`config.mk`:
```
export PLATFORM = sky130hd
export DESIGN_NAME = bf16_mul_seq
export DESIGN_NICKNAME = d
export VERILOG_FILES = /design/src/rtl/bf16_mul_seq.sv
export SDC_FILE = /design/constraint.sdc
export NUM_CORES = 1
export LEC_CHECK = 0
export ABC_AREA = 1
export CORE_MARGIN = 2
export CORE_UTILIZATION = 55
export CTS_CLUSTER_DIAMETER = 200
export CTS_CLUSTER_SIZE = 14
export DETAILED_ROUTE_END_ITERATION = 8
export DONT_BUFFER_PORTS = 1
export GPL_TIMING_DRIVEN = 0
export PLACE_DENSITY = 0.7
export RECOVER_POWER = 25
export SYNTH_ARGS = -nofsm -noshare
export SYNTH_HDL_FRONTEND = slang
export SYNTH_SLANG_ARGS = --single-unit
```
`constraint.sdc`:
```
create_clock -name clk -period 4 [get_ports clk]
set_input_delay 0.4 -clock clk [delete_from_list [all_inputs] [get_ports clk]]
set_output_delay 0.4 -clock clk [all_outputs]
set_load 0.03 [all_outputs]
```
`src/rtl/bf16_mul_seq.sv`:
```
`default_nettype none
// +----------------------------------------------------------------------------+
// | Module      : bf16_mul_seq                                                 |
// | Description : Sequential bfloat16 multiplier. Special operands resolve in  |
// |               one cycle; other operands take an 8-cycle shift-add multiply,|
// |               then normalize, optional gradual-underflow shifting, and     |
// |               round-to-nearest-even.                                       |
// |               Optional build macro BF16_MUL_FTZ_EN: flush tiny results to  |
// |               signed zero instead of producing subnormals.                 |
// | Revision    : 1.0 - initial release                                        |
// +----------------------------------------------------------------------------+
module bf16_mul_seq #(
  parameter int NEXP   = 8,
  parameter int NSIG   = 7,
  parameter int NTYPES = 6
) (
  input  logic                 clk,
  input  logic                 rst,
  input  logic                 in_valid,
  output logic                 in_ready,
  input  logic                 a_sign,
  input  logic                 b_sign,
  input  logic [NEXP-1:0]      a_exp,
  input  logic [NEXP-1:0]      b_exp,
  input  logic [NSIG:0]        a_sig,
  input  logic [NSIG:0]        b_sig,
  input  logic [NEXP-1:0]      a_shift,
  input  logic [NEXP-1:0]      b_shift,
  input  logic [NTYPES-1:0]    a_flags,
  input  logic [NTYPES-1:0]    b_flags,
  output logic                 out_valid,
  input  logic                 out_ready,
  output logic [NEXP+NSIG:0]   result,
  output logic [3:0]           exc
);

  localparam int c_sw   = NSIG + 1;              // significand width incl. leading one
  localparam int c_pw   = 2 * c_sw;              // raw product width
  localparam int c_ew   = NEXP + 2;              // signed working exponent width
  localparam int c_cw   = $clog2(c_sw);          // multiplier bit counter width
  localparam int c_bias = (1 << (NEXP - 1)) - 1;
  localparam int c_emax = (1 << NEXP) - 1;

  // Classification flag bit positions
  localparam int c_f_inf  = 0;
  localparam int c_f_snan = 1;
  localparam int c_f_qnan = 2;
  localparam int c_f_zero = 3;
  localparam int c_f_sub  = 4;
  localparam int c_f_norm = 5;

  localparam logic [2:0] c_st_idle   = 3'd0;
  localparam logic [2:0] c_st_mul    = 3'd1;
  localparam logic [2:0] c_st_norm   = 3'd2;
  localparam logic [2:0] c_st_denorm = 3'd3;
  localparam logic [2:0] c_st_round  = 3'd4;
  localparam logic [2:0] c_st_done   = 3'd5;

  logic [2:0]               r_state;
  logic [2:0]               w_next;
  logic                     r_sign;
  logic [c_sw-1:0]          r_a_sig;
  logic [c_sw-1:0]          r_b_sig;
  logic [c_cw-1:0]          r_cnt;
  logic [3:0]               r_dcnt;
  logic [c_pw-1:0]          r_prod;
  logic signed [c_ew-1:0]   r_exp;
  logic [c_sw-1:0]          r_sig;
  logic                     r_guard;
  logic                     r_sticky;
  logic                     r_tiny;

  logic signed [c_ew-1:0]   w_ea;
  logic signed [c_ew-1:0]   w_eb;
  logic signed [c_ew-1:0]   w_pexp;
  logic                     w_sign;
  logic                     w_a_nan;
  logic                     w_b_nan;
  logic                     w_special;
  logic [NEXP+NSIG:0]       w_spec_res;
  logic [3:0]               w_spec_exc;
  logic [c_pw-1:0]          w_addend;
  logic signed [c_ew-1:0]   w_norm_exp;
  logic                     w_norm_tiny;
  logic                     w_inexact;
  logic                     w_up;
  logic [c_sw:0]            w_sum;
  logic [c_sw-1:0]          w_rsig;
  logic signed [c_ew-1:0]   w_rexp;
  logic [NEXP-1:0]          w_enc;
  logic [NEXP+NSIG:0]       w_round_res;
  logic [3:0]               w_round_exc;

  // State register; reset aborts any operation in flight
  always_ff @(posedge clk) begin
    if (rst) r_state <= c_st_idle;
    else     r_state <= w_next;
  end

  // Next-state sequencing through the multiply pipeline
  always_comb begin
    w_next = r_state;
    case (r_state)
      c_st_idle:   if (in_valid) w_next = w_special ? c_st_done : c_st_mul;
      c_st_mul:    if (r_cnt == c_cw'(c_sw - 1)) w_next = c_st_norm;
`ifdef BF16_MUL_FTZ_EN
      c_st_norm:   w_next = c_st_round;
`else
      c_st_norm:   w_next = w_norm_tiny ? c_st_denorm : c_st_round;
`endif
      // Stop once the exponent is about to reach 1, or after 9 shifts
      c_st_denorm: if ((r_exp == '0) || (r_dcnt == 4'd8)) w_next = c_st_round;
      c_st_round:  w_next = c_st_done;
      c_st_done:   if (out_ready) w_next = c_st_idle;
      default:     w_next = c_st_idle;
    endcase
  end

  // Handshake outputs decoded from state
  always_comb begin
    in_ready  = (r_state == c_st_idle);
    out_valid = (r_state == c_st_done);
  end

  // Operand decode, special-case results, multiply step, and rounding
  always_comb begin
    w_sign = a_sign ^ b_sign;
    w_ea   = a_flags[c_f_sub] ? (c_ew'(1) - c_ew'(a_shift)) : c_ew'(a_exp);
    w_eb   = b_flags[c_f_sub] ? (c_ew'(1) - c_ew'(b_shift)) : c_ew'(b_exp);
    w_pexp = w_ea + w_eb - c_ew'(c_bias);

    w_a_nan   = a_flags[c_f_snan] | a_flags[c_f_qnan];
    w_b_nan   = b_flags[c_f_snan] | b_flags[c_f_qnan];
    w_special = ~((a_flags[c_f_norm] | a_flags[c_f_sub]) &
                  (b_flags[c_f_norm] | b_flags[c_f_sub]));

    w_spec_exc = 4'b0000;
    if (w_a_nan | w_b_nan) begin
      w_spec_res    = {1'b0, {NEXP{1'b1}}, 1'b1, {(NSIG-1){1'b0}}};
      w_spec_exc[3] = a_flags[c_f_snan] | b_flags[c_f_snan];
    end else if ((a_flags[c_f_inf] & b_flags[c_f_zero]) |
                 (a_flags[c_f_zero] & b_flags[c_f_inf])) begin
      w_spec_res    = {1'b0, {NEXP{1'b1}}, 1'b1, {(NSIG-1){1'b0}}};
      w_spec_exc[3] = 1'b1;
    end else if (a_flags[c_f_inf] | b_flags[c_f_inf]) begin
      w_spec_res = {w_sign, {NEXP{1'b1}}, {NSIG{1'b0}}};
    end else begin
      w_spec_res = {w_sign, {(NEXP+NSIG){1'b0}}};
    end

    w_addend = r_b_sig[r_cnt] ? ({{c_sw{1'b0}}, r_a_sig} << r_cnt) : '0;

    w_norm_exp  = r_exp + {{(c_ew-1){1'b0}}, r_prod[c_pw-1]};
    w_norm_tiny = w_norm_exp[c_ew-1] | (w_norm_exp == '0);

    w_inexact = r_guard | r_sticky;
    w_up      = r_guard & (r_sticky | r_sig[0]);
    w_sum     = {1'b0, r_sig} + {{c_sw{1'b0}}, w_up};
    w_rsig    = w_sum[c_sw] ? w_sum[c_sw:1] : w_sum[c_sw-1:0];
    w_rexp    = r_exp + {{(c_ew-1){1'b0}}, w_sum[c_sw]};
    // A significand without its leading one is subnormal; one that rounded
    // into the leading position is already the minimum normal (exponent 1)
    w_enc     = w_rsig[c_sw-1] ? w_rexp[NEXP-1:0] : '0;

    w_round_res = {r_sign, w_enc, w_rsig[NSIG-1:0]};
    w_round_exc = {2'b00, r_tiny & w_inexact, w_inexact};
    if (!w_rexp[c_ew-1] && (w_rexp >= c_ew'(c_emax))) begin
      w_round_res = {r_sign, {NEXP{1'b1}}, {NSIG{1'b0}}};
      w_round_exc = 4'b0101;
    end
`ifdef BF16_MUL_FTZ_EN
    if (r_tiny) begin
      w_round_res = {r_sign, {(NEXP+NSIG){1'b0}}};
      w_round_exc = 4'b0011;
    end
`endif
  end

  // Datapath registers advanced by the current state
  always_ff @(posedge clk) begin
    if (rst) begin
      r_sign   <= 1'b0;
      r_a_sig  <= '0;
      r_b_sig  <= '0;
      r_cnt    <= '0;
      r_dcnt   <= '0;
      r_prod   <= '0;
      r_exp    <= '0;
      r_sig    <= '0;
      r_guard  <= 1'b0;
      r_sticky <= 1'b0;
      r_tiny   <= 1'b0;
      result   <= '0;
      exc      <= '0;
    end else begin
      case (r_state)
        c_st_idle: begin
          if (in_valid) begin
            r_sign   <= w_sign;
            r_a_sig  <= a_sig;
            r_b_sig  <= b_sig;
            r_exp    <= w_pexp;
            r_cnt    <= '0;
            r_dcnt   <= '0;
            r_prod   <= '0;
            r_guard  <= 1'b0;
            r_sticky <= 1'b0;
            r_tiny   <= 1'b0;
            if (w_special) begin
              result <= w_spec_res;
              exc    <= w_spec_exc;
            end
          end
        end
        c_st_mul: begin
          r_prod <= r_prod + w_addend;
          r_cnt  <= r_cnt + 1'b1;
        end
        c_st_norm: begin
          r_exp  <= w_norm_exp;
          r_tiny <= w_norm_tiny;
          if (r_prod[c_pw-1]) begin
            r_sig    <= r_prod[c_pw-1 -: c_sw];
            r_guard  <= r_prod[c_pw-1-c_sw];
            r_sticky <= |r_prod[c_pw-2-c_sw:0];
          end else begin
            r_sig    <= r_prod[c_pw-2 -: c_sw];
            r_guard  <= r_prod[c_pw-2-c_sw];
            r_sticky <= |r_prod[c_pw-3-c_sw:0];
          end
        end
        c_st_denorm: begin
          r_sig    <= r_sig >> 1;
          r_guard  <= r_sig[0];
          r_sticky <= r_sticky | r_guard;
          r_exp    <= r_exp + c_ew'(1);
          r_dcnt   <= r_dcnt + 4'd1;
        end
        c_st_round: begin
          result <= w_round_res;
          exc    <= w_round_exc;
        end
        default: ;
      endcase
    end
  end

endmodule
`default_nettype wire

```
# Word-level counts from Yosys, hierarchy flattened
# Index checks and enable logic that the tools add are counted.
dict set report totals {
  in_bits 66
  wordCells 121
  output_inout_bits 22
  register_bits 84
}
dict set report op_classes {
  bitwise 17
  magnitude_cmp 2
  n_eq_ne 12
  muxes 43
  reduce_logical 21
  add_sub_neg 11
  n_shift 1
}
# cell n
set ops {}
lappend ops {{$mux W16} 6}
lappend ops {{$pmux W16 S2} 2}
lappend ops {{$mux W10} 3}
lappend ops {{$mux W15} 2}
lappend ops {{$pmux W10 S3} 1}
lappend ops {{$mux W3} 8}
lappend ops {{$mux W8} 3}
lappend ops {{$add A10 B1 Y10} 2}
lappend ops {{$logic_not A10 Y1} 2}
lappend ops {{$pmux W3 S6} 1}
lappend ops {{$sub A1 B8 Y9 const A} 2}
lappend ops {{$add A16 B16 Y16} 1}
lappend ops {{$pmux W4 S2} 2}
lappend ops {{$pmux W8 S2} 1}
lappend ops {{$shl A8 B3 Y16} 1}
lappend ops {{$mux W4} 3}
lappend ops {{$or A1 B1 Y1} 11}
lappend ops {{$add A10 B10 Y10} 1}
lappend ops {{$add A10 B2 Y10 const B} 1}
lappend ops {{$ge A10 B9 Y1 const B} 1}
lappend ops {{$reduce_and A2 Y1} 5}
lappend ops {{$reduce_bool A2 Y1} 5}
lappend ops {{$sub A10 B8 Y10 const B} 1}
lappend ops {{$add A8 B1 Y9} 1}
lappend ops {{other kinds (25)} 41}

# Longest topological paths before layout
# Gate-level depths: netlist of run 1.
dict set report logic_depth {
  depth_word 8
  mapped_depth 22
  ltp_nobuf 22
}

# Worst setup path before layout of run 1
# OpenSTA, ideal clock, no wires.
dict set report synth_timing {
  kind {register to register}
  startpoint {register r_sig[0]}
  endpoint {register result[0]}
  setup_ps 132
  slack_ps 1248
  t_required_ps 3868
  path_buffers 0
  period_less_slack_ps 2752
  stages_incl_launch_ff 21
  t_arrival_ps 2619
  path_cell_list {dfxtp_1 -> o21a_1 -> ha_1 -> ha_1 -> nand3_1 -> nor3_2 -> nand3_1 -> inv_1 -> ha_1 -> ha_1 -> nand2_1 -> inv_1 -> nand2_2 -> o21ai_2 -> nand2_1 -> nor2_1 -> nand2_1 -> nand2_2 -> nand2_4 -> nand3b_1 -> a21oi_1}
}
dict set report synth_between {
  elab_chain_cells 8
  elab_cells_between_ends 10
  cone_classes {add/sub: 2; order compare: 1; mux: 3; bitwise: 2; reduce/logical: 2}
}
# element line
set synth_lines {}
lappend synth_lines {{start: declaration} 68} ;# logic [c_sw-1:0] r_sig;
lappend synth_lines {{start signal: assignment} 223} ;# r_sig <= r_prod[c_pw-1 -: c_sw];
lappend synth_lines {{start signal: assignment} 227} ;# r_sig <= r_prod[c_pw-2 -: c_sw];
lappend synth_lines {{start signal: assignment} 233} ;# r_sig <= r_sig >> 1;
lappend synth_lines {{$or A1 B1 Y1} 157} ;# w_up = r_guard & (r_sticky | r_sig[0]);
lappend synth_lines {{$and A1 B1 Y1} 157}
lappend synth_lines {{$add A8 B1 Y9 (*)} 158} ;# w_sum = {1'b0, r_sig} + {{c_sw{1'b0}}, w_up};
lappend synth_lines {{$add A10 B1 Y10} 160} ;# w_rexp = r_exp + {{(c_ew-1){1'b0}}, w_sum[c_sw]};
lappend synth_lines {{$ge A10 B9 Y1 / $logic_not A1 Y1 (equally long branches)} 167} ;# if (!w_rexp[c_ew-1] && (w_rexp >= c_ew'(c_emax))) begin
lappend synth_lines {{$logic_and A1 B1 Y1} 167}
lappend synth_lines {{$mux W15 (*)} 167}
lappend synth_lines {{$pmux W16 S2 (*)} 196} ;# case (r_state)
lappend synth_lines {{end signal: assignment} 210} ;# result <= w_spec_res;
lappend synth_lines {{end signal: assignment} 240} ;# result <= w_round_res;
lappend synth_lines {{end: declaration} 33} ;# output logic [NEXP+NSIG:0] result,
# Mark *: on every way between the ends. The rest lies on a longest branch, timed or not.
# A chain may end at the register's enable or synchronous reset.

# Worst setup path in the final report of run 1
dict set report layout_timing {
  startpoint {register r_sig[0]}
  endpoint {register result[10]}
}
# The elaborated chain is that of the path after synthesis.

==> impl_metrics.env, run 1 <==
export IMPL_clock_latency_ns=0.36
export IMPL_place_inst=1143
export IMPL_routed_wl_mm=17.0
export IMPL_cts_resized=0
export IMPL_timing_final_ws_setup_ns=0.825
export IMPL_worstPathCellList="o21a_1, ha_1, ha_1, nand3_1, nor3_2, nand3_1, inv_1, ha_1, ha_1, nand2_1, inv_1, nand2_2, o21ai_2, nand2_1, nor2_1, nand2_1, nand2_2, nand3_4, nand3b_1, nand2_1, inv_1"
export IMPL_antenna_found_initial=0
export IMPL_setup_viol=0
export IMPL_drc=0
export IMPL_grtUsageTotal_pct=26.9
export IMPL_grt_pass1_wl_mm=27.4
export IMPL_critPathLaunchType="register"
export IMPL_critical_path_class="register to register"
export IMPL_critPathCaptureType="register"
export IMPL_numCtsBuffers=9
export IMPL_fin_crit_ns=3.18
export IMPL_max_slew_margin_pct=41.1
export IMPL_crit_fanout=10
export IMPL_r2r_start="r_sig[0]"
export IMPL_die_area_mm2=0.0126
export IMPL_power_density_mw_per_mm2=550
export IMPL_report_final_hold_viol_count=0
export IMPL_slowest_delay_ns=0.39
export IMPL_via_per_inst=5.56
export IMPL_ys_top_cells_by_area="dfxtp_1 (26%), nand2_1 (14%), ha_1 (8.9%)"
export IMPL_clock_sinks=84
export IMPL_setup_tns_ns=0
export IMPL_yosysWarnings=0
export IMPL_yosys_cell_types_count=46
export IMPL_worstPathRequired_ns=4.30
export IMPL_mostFrequentLayoutCell="nand2_1"
export IMPL_status="completed"
export IMPL_die_h_um=112
export IMPL_critPathSlowestCell="dfxtp_1"
export IMPL_initial_core_util_pct=56.5
export IMPL_syn_to_final_growth_pct=7.33
export IMPL_ctsHoldBuffers=0
export IMPL_drv_slew=0
export IMPL_clock_skew_ns=0.0127
export IMPL_h_tree_depth=3
export IMPL_nets=1125
export IMPL_drv_cap=0
export IMPL_ir_drop_uv=385
export IMPL_tritoncts="yes"
export IMPL_finalCritPeriodShare_pct=79.4
export IMPL_timing_fmax_ghz=0.315
export IMPL_wl_per_cell_um=14.6
export IMPL_fp_row_count=39
export IMPL_syn_area_mm2=0.00645
export IMPL_synth_edff_count=0
export IMPL_drive_above_1_share_pct=6.40
export IMPL_worstHoldStart="b_sig[3]"
export IMPL_gp_congestion=0.921
export IMPL_pin_count=88
export IMPL_antenna_cells=0
export IMPL_crit_path_start="r_sig[0]"
export IMPL_drtIter0Drc=449
export IMPL_syn_inst=1000
export IMPL_async_flop_share_pct=0
export IMPL_portBuffers=0
export IMPL_die_w_um=112
export IMPL_synth_ff_type="dfxtp_1"
export IMPL_fin_area_mm2=0.00692
export IMPL_vias=6444
export IMPL_leakage_uw=0.00315
export IMPL_syn_num_nets=1114
export IMPL_core_mm2=0.0114
export IMPL_grt_max_degree=18
export IMPL_cts_max_path_buffers=2
export IMPL_placed_cell_area_mm2=0.00663
export IMPL_synth_avg_cell_area_um2=6.45
export IMPL_gr_total_overflow=0
export IMPL_cts_root_buf="clkbuf_16"
export IMPL_clk_pin_slew_ns=0.07
export IMPL_yosysTopAreaCellShare_pct=26.1
export IMPL_cp_data_arrival_time_ns=3.48
export IMPL_tightest_slew_ns=0.880
export IMPL_final_antenna_net_count=0
export IMPL_place_hpwl_mm=13.3
export IMPL_drtPass1Iterations=5
export IMPL_grt_pass1_vias=5819
export IMPL_hp_class="primary input to register"
export IMPL_fin_cells=1159
export IMPL_post_cts_buffers=0
export IMPL_synth_seq_cells=84
export IMPL_yosysSeqAreaShare_pct=26.1
export IMPL_rsz0062_at_grt="no"
export IMPL_holdWs_ns=0.183
export IMPL_synth_largest_area_cell="dfxtp_1"
export IMPL_pre_cts_slack_ns=0.839
export IMPL_mostFrequentLayoutCells="nand2_1 (238), inv_1 (108), nor2_1 (103)"
worst paths after layout:
check | endpoint | slack, ns | cells after the start
hold / removal | r_b_sig[3] | 0.18 | 2
setup reg to reg | result[10] | 0.82 | 21
hold reg to reg | r_b_sig[2] | 0.46 | 2
setup / recovery | result[10] | 0.82 | 21
where the power goes:
group / internal [uW] / switching, uW / total [uW]
combinational: 538 / 1110 / 1650
clock: 502 / 404 / 907
sequential: 1010 / 237 / 1250
logic make-up after synthesis:
| group | count (synthesis) | synth area share, % |
|---|---|---|
| compound gates | 227 | 19.4 |
| xor+xnor | 16 | 2.17 |
| fa+ha+maj | 48 | 9.54 |
| buf+inv | 150 | 9.50 |
| flops | 84 | 26.1 |
| mux | 8 | 1.24 |
| simple gates | 467 | 32.1 |
final cells by class:
| cell class | count | area, um^2 |
|---|---|---|
| Tap cell | 143 | 179 |
| Buffer | 33 | 171 |
| Clock inverter | 7 | 88.8 |
| Fill cell | 1188 | 4490 |
| Sequential cell | 84 | 1680 |
| Inverter | 117 | 439 |
| Multi-Input combinational cell | 766 | 4140 |
| Clock buffer | 9 | 225 |
synthesized netlist by cell type (7+ instances only):
| master | instances |
|---|---|
| nand2_1 | 237 |
| o21ai_0 | 88 |
| inv_2 | 8 |
| dfxtp_1 | 84 |
| mux2i_1 | 8 |
| buf_2 | 10 |
| a21oi_1 | 92 |
| nor3_1 | 17 |
| nand3b_1 | 14 |
| inv_1 | 107 |
| xor2_1 | 16 |
| nor2_1 | 101 |
| a31oi_1 | 7 |
| clkbuf_1 | 16 |
| nand4_1 | 9 |
| nand3_1 | 57 |
| ha_1 | 46 |
metrics by stage:
step | util, % | total power [uW]
finish | 60.6 | 3810
global placement | 58.1 | 2920
detailed placement | 58.1 | 2930
floorplan | - | 2510
CTS | 60.8 | 3830
global route | 60.6 | 4080
per-layer routing:
metal / vias to the layer above / routed length, um / GRT usage [%]
met4: 0 / 576 / 12.4
met3: 43 / 774 / 4.43
met1: 2912 / 7750 / 34.5
met5: - / 0 / 0
met2: 145 / 7870 / 44.5
li1: 3344 / - / -
sequential cells by signal, indices dropped and copies added (netlist names):
register / flops
r_dcnt: 4
r_b_sig: 8
r_exp: 10
r_sign: 1
r_state: 3
r_prod: 16
r_guard: 1
result: 16
exc: 4
r_tiny: 1
r_a_sig: 8
r_sticky: 1
r_cnt: 3
r_sig: 8
critical path: cells and delay by family (launching register included):
family / cells / cell delay [ns]
compound gates: 2 / 0.27
fa+ha+maj: 4 / 0.76
buf+inv: 3 / 0.39
flops: 1 / 0.39
simple gates: 12 / 1.32
Note: power is estimated with default switching activity, not from simulation.
==> run 2: changes to the inputs <==
==> constraint.sdc (replaced) <==
create_clock -name clk -period 3.1 [get_ports clk]
set_input_delay 0.31 -clock clk [delete_from_list [all_inputs] [get_ports clk]]
set_output_delay 0.31 -clock clk [all_outputs]
set_load 0.03 [all_outputs]
==> run 2 against run 1 <==
Routed wire length is 0.53% higher. Global-route usage stayed put. Non-clock buffer count is 2 higher. Sequential power is 30% higher. Hold slack worse by 0.088 ns. Setup slack worse by 0.61 ns. Via count hardly changed. Die area stayed put. Count of clock-buffer cells in the layout stayed put. Core utilization is 1.1 points higher. Register-to-register slack worse by 0.61 ns. Critical endpoint is now result[6].
==> impl_metrics.env, run 2 (synthesis results as in run 1) <==
export IMPL_critical_path_class="register to register"
export IMPL_timing_fmax_ghz=0.347
export IMPL_via_per_inst=5.54
export IMPL_tritoncts="yes"
export IMPL_routed_wl_mm=17.1
export IMPL_fp_row_count=39
export IMPL_grt_pass1_wl_mm=27.4
export IMPL_hold_depth=2
export IMPL_gr_total_overflow=0
export IMPL_max_slew_margin_pct=40.1
export IMPL_antenna_found_initial=0
export IMPL_setup_tns_ns=0
export IMPL_antenna_cells=0
export IMPL_finalCritPeriodShare_pct=93.0
export IMPL_pwr_share_comb_pct=44.0
export IMPL_clock_latency_ns=0.36
export IMPL_die_area_mm2=0.0126
export IMPL_fin_cells=1162
export IMPL_numCtsBuffers=9
export IMPL_hold_end="r_b_sig[3]"
export IMPL_power_density_mw_per_mm2=704
export IMPL_final_fill_count=1174
export IMPL_leakage_uw=0.00317
export IMPL_place_inst=1143
export IMPL_gp_congestion=0.921
export IMPL_final_antenna_net_count=0
export IMPL_cp_num_buf_inv=2
export IMPL_mostFrequentLayoutCells="nand2_1 (236), inv_1 (105), nor2_1 (102)"
export IMPL_die_w_um=112
export IMPL_r2r_end="result[6]"
export IMPL_cts_max_path_buffers=2
export IMPL_nets=1128
export IMPL_p_int_uw=2670
export IMPL_register_area_mm2=0.00169
export IMPL_report_final_hold_viol_count=0
export IMPL_critPathSlowestCell="dfxtp_4"
export IMPL_core_mm2=0.0114
export IMPL_power_switching_uw=2300
export IMPL_timing_final_ws_setup_ns=0.217
export IMPL_drtIter0Drc=427
export IMPL_largest_registers="r_prod: 16 flops, result: 16 flops, r_exp: 10 flops"
export IMPL_r2r_start="r_sig[0]"
export IMPL_drc=0
export IMPL_vias=6442
export IMPL_rr_worst_depth=18
export IMPL_hp_class="primary input to register"
export IMPL_portBuffers=0
export IMPL_fin_crit_ns=2.88
export IMPL_pin_count=88
export IMPL_status="completed"
export IMPL_tightest_slew_ns=0.895
export IMPL_cp_top_family="simple AND/OR/NAND/NOR gates"
export IMPL_drv_cap=0
export IMPL_critPathCaptureType="register"
export IMPL_drive_above_1_share_pct=8.83
export IMPL_clock_skew_ns=0.0143
export IMPL_die_h_um=112
export IMPL_worstHoldStart="b_sig[3]"
export IMPL_pre_cts_slack_ns=-0.0612
export IMPL_clk_pin_slew_ns=0.07
export IMPL_cpMostUsedCell="ha_2"
export IMPL_place_hpwl_mm=13.3
export IMPL_grt_pass1_vias=5819
export IMPL_cts_root_buf="clkbuf_16"
export IMPL_grt_max_degree=18
export IMPL_wl_per_cell_um=14.7
export IMPL_worstPathCellList="o21a_1, ha_2, ha_4, nand3_4, nor3_4, nand3_2, inv_4, ha_2, ha_2, nand2_1, inv_2, nand3_2, nor2_2, xor2_1, nand2_4, nand2_4, nand3_1, a21oi_1"
export IMPL_critPathLaunchType="register"
export IMPL_initial_core_util_pct=56.5
export IMPL_mostFrequentLayoutCell="nand2_1"
export IMPL_rsz0062_at_grt="yes"
export IMPL_drv_slew=0
export IMPL_clockPowerShare_pct=23.4
export IMPL_setup_viol=0
export IMPL_grtUsageTotal_pct=26.9
export IMPL_worstPathRequired_ns=3.38
export IMPL_multi_input_area_mm2=0.00424
export IMPL_power_frac_seq_pct=32.6
export IMPL_fin_area_mm2=0.00705
export IMPL_clock_sinks=84
export IMPL_h_tree_depth=3
export IMPL_drtPass1Iterations=4
export IMPL_ir_drop_uv=493
export IMPL_slowest_delay_ns=0.36
export IMPL_ff2ff_setup_slack_ns=0.22
export IMPL_cp_data_arrival_time_ns=3.16
export IMPL_sw_frac_of_total_pct=46.2
export IMPL_placed_cell_area_mm2=0.00663
export IMPL_syn_to_final_growth_pct=9.25
export IMPL_crit_fanout=8
==> run 2: changes by cell type in the layout (fill, tap and decap cells not counted), moves of 3 or more <==
cell | previous run | this run
a21oi_2 | 0 | 4
inv_1 | 108 | 105
clkbuf_1 | 18 | 15
ha_2 | 0 | 3
clkbuf_2 | 0 | 3
ha_1 | 46 | 42
a21oi_1 | 92 | 88
dfxtp_1 | 84 | 81
==> run 2: timing repair <==
item | CTS | global route
setup endpoints to repair | 18 | 29
hold buffers | 0 | 0
buffers inserted | 0 | 2
pin swaps | 0 | 2
gates cloned | 0 | 1
gates resized for setup | 2 | 29
==> run 2: area by class of cell <==
cell class	count	share of cell area, %
Clock inverter	7	1.26
Timing Repair Buffer	2	0.213
Tap cell	143	2.54
Buffer	33	2.49
Sequential cell	84	23.9
Inverter	117	6.27
Multi-Input combinational cell	767	60.1
Clock buffer	9	3.20
==> run 2: worst max path at each step <==
stage                   from    endpoint  slack [ns]  cells past startpoint
CTS                 r_sig[0]  result[10]        0.02                     21
detailed placement  r_sig[0]  result[13]       -0.06                     21
global route        r_cnt[1]   r_prod[7]       -0.03                     16
global placement    r_sig[0]  result[14]       -0.04                     21
finish              r_sig[0]   result[6]        0.22                     18
floorplan           r_sig[0]   result[0]        0.35                     20
==> run 2: metal layers <==
metal	global-route usage [%]	up-vias	wire, um
li1	-	3357	-
met1	34.5	2913	7700
met2	44.5	134	7990
met3	4.43	38	818
met4	12.4	0	543
met5	0	-	0
==> run 2: worst register-to-register path, cell delays in order (launching register included) <==
cell     delay (ns)
dfxtp_4        0.36
o21a_1         0.12
ha_2           0.19
ha_4           0.15
nand3_4        0.09
nor3_4         0.22
nand3_2        0.14
inv_4          0.08
ha_2           0.18
ha_2           0.19
nand2_1        0.07
inv_2          0.09
nand3_2        0.11
nor2_2         0.10
xor2_1         0.25
nand2_4        0.12
nand2_4        0.12
nand3_1        0.08
a21oi_1        0.15
==> run 2: power groups by stage <==
| stage | clock [uW] | sequential [uW] | combinational [uW] |
|---|---|---|---|
| 2_1_floorplan | 0 | 1580 | 1650 |
| 3_3_place_gp | 0 | 1640 | 2130 |
| 3_5_place_dp | 0 | 1640 | 2140 |
| 4_1_cts | 1180 | 1620 | 2150 |
| 5_1_grt | 1230 | 1640 | 2450 |
| 6_report | 1160 | 1620 | 2180 |
==> run 2: per-stage QoR <==
| stage | util, % | hold slack [ns] | total power (uW) |
|---|---|---|---|
| after detailed placement | 58.1 | 0.449 | 3780 |
| after global routing | 61.7 | 0.0940 | 5320 |
| final | 61.7 | 0.0956 | 4960 |
| after global placement | 58.1 | 0.444 | 3760 |
| after floorplan | - | 0.430 | 3230 |
| after CTS | 60.9 | 0.0906 | 4950 |
==> run 3: changes to the inputs <==
--- a/config.mk
+++ b/config.mk
@@ -15,6 +15,7 @@
 export GPL_TIMING_DRIVEN = 0
 export PLACE_DENSITY = 0.7
 export RECOVER_POWER = 25
+export SETUP_SLACK_MARGIN = 0.3
 export SYNTH_ARGS = -nofsm -noshare
 export SYNTH_HDL_FRONTEND = slang
 export SYNTH_SLANG_ARGS = --single-unit
==> run 3 against run 2 <==
Global-route usage rose by 0.50 points. Final area rose by 4.6%. Power rose by 3.4%. Hold slack got worse by 0.0028 ns. Routed wire length rose by 3.5%. Setup slack improved by 0.20 ns. Die area did not move. Clock skew fell by 0.0012 ns. Sequential cell count did not move.
==> impl_metrics.env, run 3 (synthesis results as in run 1) <==
export IMPL_setup_viol=0
export IMPL_ff2ff_setup_slack_ns=0.42
export IMPL_r2r_end="result[7]"
export IMPL_critPathCaptureType="register"
export IMPL_drc=0
export IMPL_tritoncts="yes"
export IMPL_core_mm2=0.0114
export IMPL_critPathLaunchType="register"
export IMPL_holdWs_ns=0.0928
export IMPL_status="completed"
export IMPL_antenna_found_initial=0
export IMPL_critical_path_class="register to register"
export IMPL_h_tree_depth=3
export IMPL_report_final_hold_viol_count=0
export IMPL_tightest_slew_ns=0.850
export IMPL_grt_pass1_vias=5937
export IMPL_grt_max_degree=18
export IMPL_grt_pass1_wl_mm=28.0
export IMPL_nets=1135
export IMPL_hold_end="r_a_sig[0]"
export IMPL_initial_core_util_pct=56.5
export IMPL_fin_area_mm2=0.00737
export IMPL_clock_latency_ns=0.36
export IMPL_wl_per_cell_um=15.1
export IMPL_gp_congestion=0.921
export IMPL_drv_cap=0
export IMPL_syn_to_final_growth_pct=14.3
export IMPL_clk_pin_slew_ns=0.08
export IMPL_timing_fmax_ghz=0.373
export IMPL_place_inst=1143
export IMPL_clockPowerShare_pct=22.8
export IMPL_pin_count=88
export IMPL_power_frac_seq_pct=31.8
export IMPL_crit_fanout=5
export IMPL_use_met2_pct=45.7
export IMPL_rsz0062_at_grt="yes"
export IMPL_grtUsageTotal_pct=27.4
export IMPL_power_density_mw_per_mm2=696
export IMPL_gr_total_overflow=0
export IMPL_pwr_share_comb_pct=45.4
export IMPL_placed_cell_area_mm2=0.00663
export IMPL_met1_usage_pct=35.0
export IMPL_fin_crit_ns=2.68
export IMPL_numCtsBuffers=9
export IMPL_leakage_uw=0.00325
export IMPL_clock_sinks=84
export IMPL_antenna_cells=0
export IMPL_mostFrequentLayoutCells="nand2_1 (228), inv_1 (105), nor2_1 (101)"
export IMPL_hp_class="primary input to register"
export IMPL_cp_data_arrival_time_ns=2.99
export IMPL_rr_worst_depth=21
export IMPL_final_antenna_net_count=0
export IMPL_drv_slew=0
export IMPL_via_per_inst=5.59
export IMPL_worstHoldStart="a_sig[0]"
export IMPL_r2r_start="r_sticky"
export IMPL_hold_depth=2
export IMPL_p_int_uw=2730
export IMPL_ir_drop_uv=494
export IMPL_use_met3_pct=4.43
export IMPL_mostFrequentLayoutCell="nand2_1"
export IMPL_power_switching_uw=2400
export IMPL_cts_root_buf="clkbuf_16"
export IMPL_finalCritPeriodShare_pct=86.5
export IMPL_cts_max_path_buffers=2
export IMPL_place_hpwl_mm=13.3
export IMPL_clock_skew_ns=0.0131
export IMPL_vias=6530
export IMPL_worstPathRequired_ns=3.41
export IMPL_fp_row_count=39
export IMPL_die_h_um=112
export IMPL_largest_registers="r_prod: 16 flops, result: 16 flops, r_exp: 10 flops"
export IMPL_drive_above_1_share_pct=12.6
export IMPL_drtPass1Iterations=5
export IMPL_power_total_uw=5130
export IMPL_pre_cts_slack_ns=-0.0612
export IMPL_die_w_um=112
export IMPL_drtIter0Drc=448
export IMPL_portBuffers=0
export IMPL_routed_wl_mm=17.6
export IMPL_max_slew_margin_pct=43.1
export IMPL_sw_frac_of_total_pct=46.7
export IMPL_top_usage_layer="met2"
export IMPL_timing_final_ws_setup_ns=0.420
export IMPL_die_area_mm2=0.0126
export IMPL_fin_cells=1169
==> run 3: cell count changes in the layout (fill, tap and decap cells not counted), moves of 6 or more <==
| cell | previous run | this run |
|---|---|---|
| nand2_1 | 236 | 228 |
| o21ai_1 | 2 | 11 |
| buf_4 | 5 | 13 |
| ha_4 | 1 | 8 |
| o21ai_0 | 87 | 77 |
| ha_1 | 42 | 36 |
==> run 3: area by class of cell <==
cell class / instances / area, um^2
buffer: 33 / 184
clock buffer: 9 / 225
clock inverter: 7 / 88.8
fill: 1121 / 4040
inverter: 117 / 447
multi-input combinational: 767 / 4490
sequential: 84 / 1690
tap: 143 / 179
timing repair buffer: 9 / 67.6
==> run 3: stage by stage <==
stage / TNS, ns / util (%)
2_1_floorplan: 0 / -
3_3_place_gp: -0.341 / 58.1
3_5_place_dp: -0.808 / 58.1
4_1_cts: 0 / 62.0
5_1_grt: 0 / 64.6
6_report: 0 / 64.6
==> run 3: worst max-delay path by stage <==
stage / end / slack [ns] / depth (start not counted) / startpoint
CTS: r_prod[13] / 0.31 / 16 / r_cnt[0]
global placement: result[14] / -0.04 / 21 / r_sig[0]
floorplan: result[0] / 0.35 / 20 / r_sig[0]
detailed placement: result[13] / -0.06 / 21 / r_sig[0]
global route: r_exp[5] / 0.23 / 9 / r_state[0]
finish: result[7] / 0.42 / 21 / r_sticky
==> run 3: worst max-delay path, cell delays in order, from the launching register on <==
cell and delay, ns:
dfxtp_2 0.34, o21a_1 0.17, ha_4 0.16, ha_4 0.14
nand3_4 0.08, nor3_4 0.15, nand3_2 0.12, inv_4 0.09
ha_4 0.14, ha_4 0.16, nand2_4 0.06, inv_6 0.08
nand2_4 0.05, o21ai_2 0.14, nand2_1 0.07, nor2_1 0.08
nand2_1 0.09, nand2_4 0.13, nand3_4 0.12, nand3b_1 0.14
nand2_1 0.06, inv_1 0.05
==> run 3: layer usage <==
metal  vias up  wire length (um)
met5         -                 0
li1       3364                 -
met1      2970              7830
met2       151              8360
met3        45               878
met4         0               581
==> run 3: power groups by stage <==
| stage | Sequential (uW) | Clock [uW] | Combinational (uW) |
|---|---|---|---|
| after detailed placement | 1640 | 0 | 2140 |
| after global placement | 1640 | 0 | 2130 |
| after global routing | 1660 | 1230 | 2600 |
| after floorplan | 1580 | 0 | 1650 |
| final | 1630 | 1170 | 2330 |
| after CTS | 1620 | 1180 | 2190 |
==> run 3: repair_timing <==
action / CTS / global route
setup buffers: 5 / 4
gates cloned: 1 / 0
pin swaps: 4 / 22
hold buffers: 0 / 0
setup endpoints to repair: 29 / 29
gates resized for setup: 25 / 73
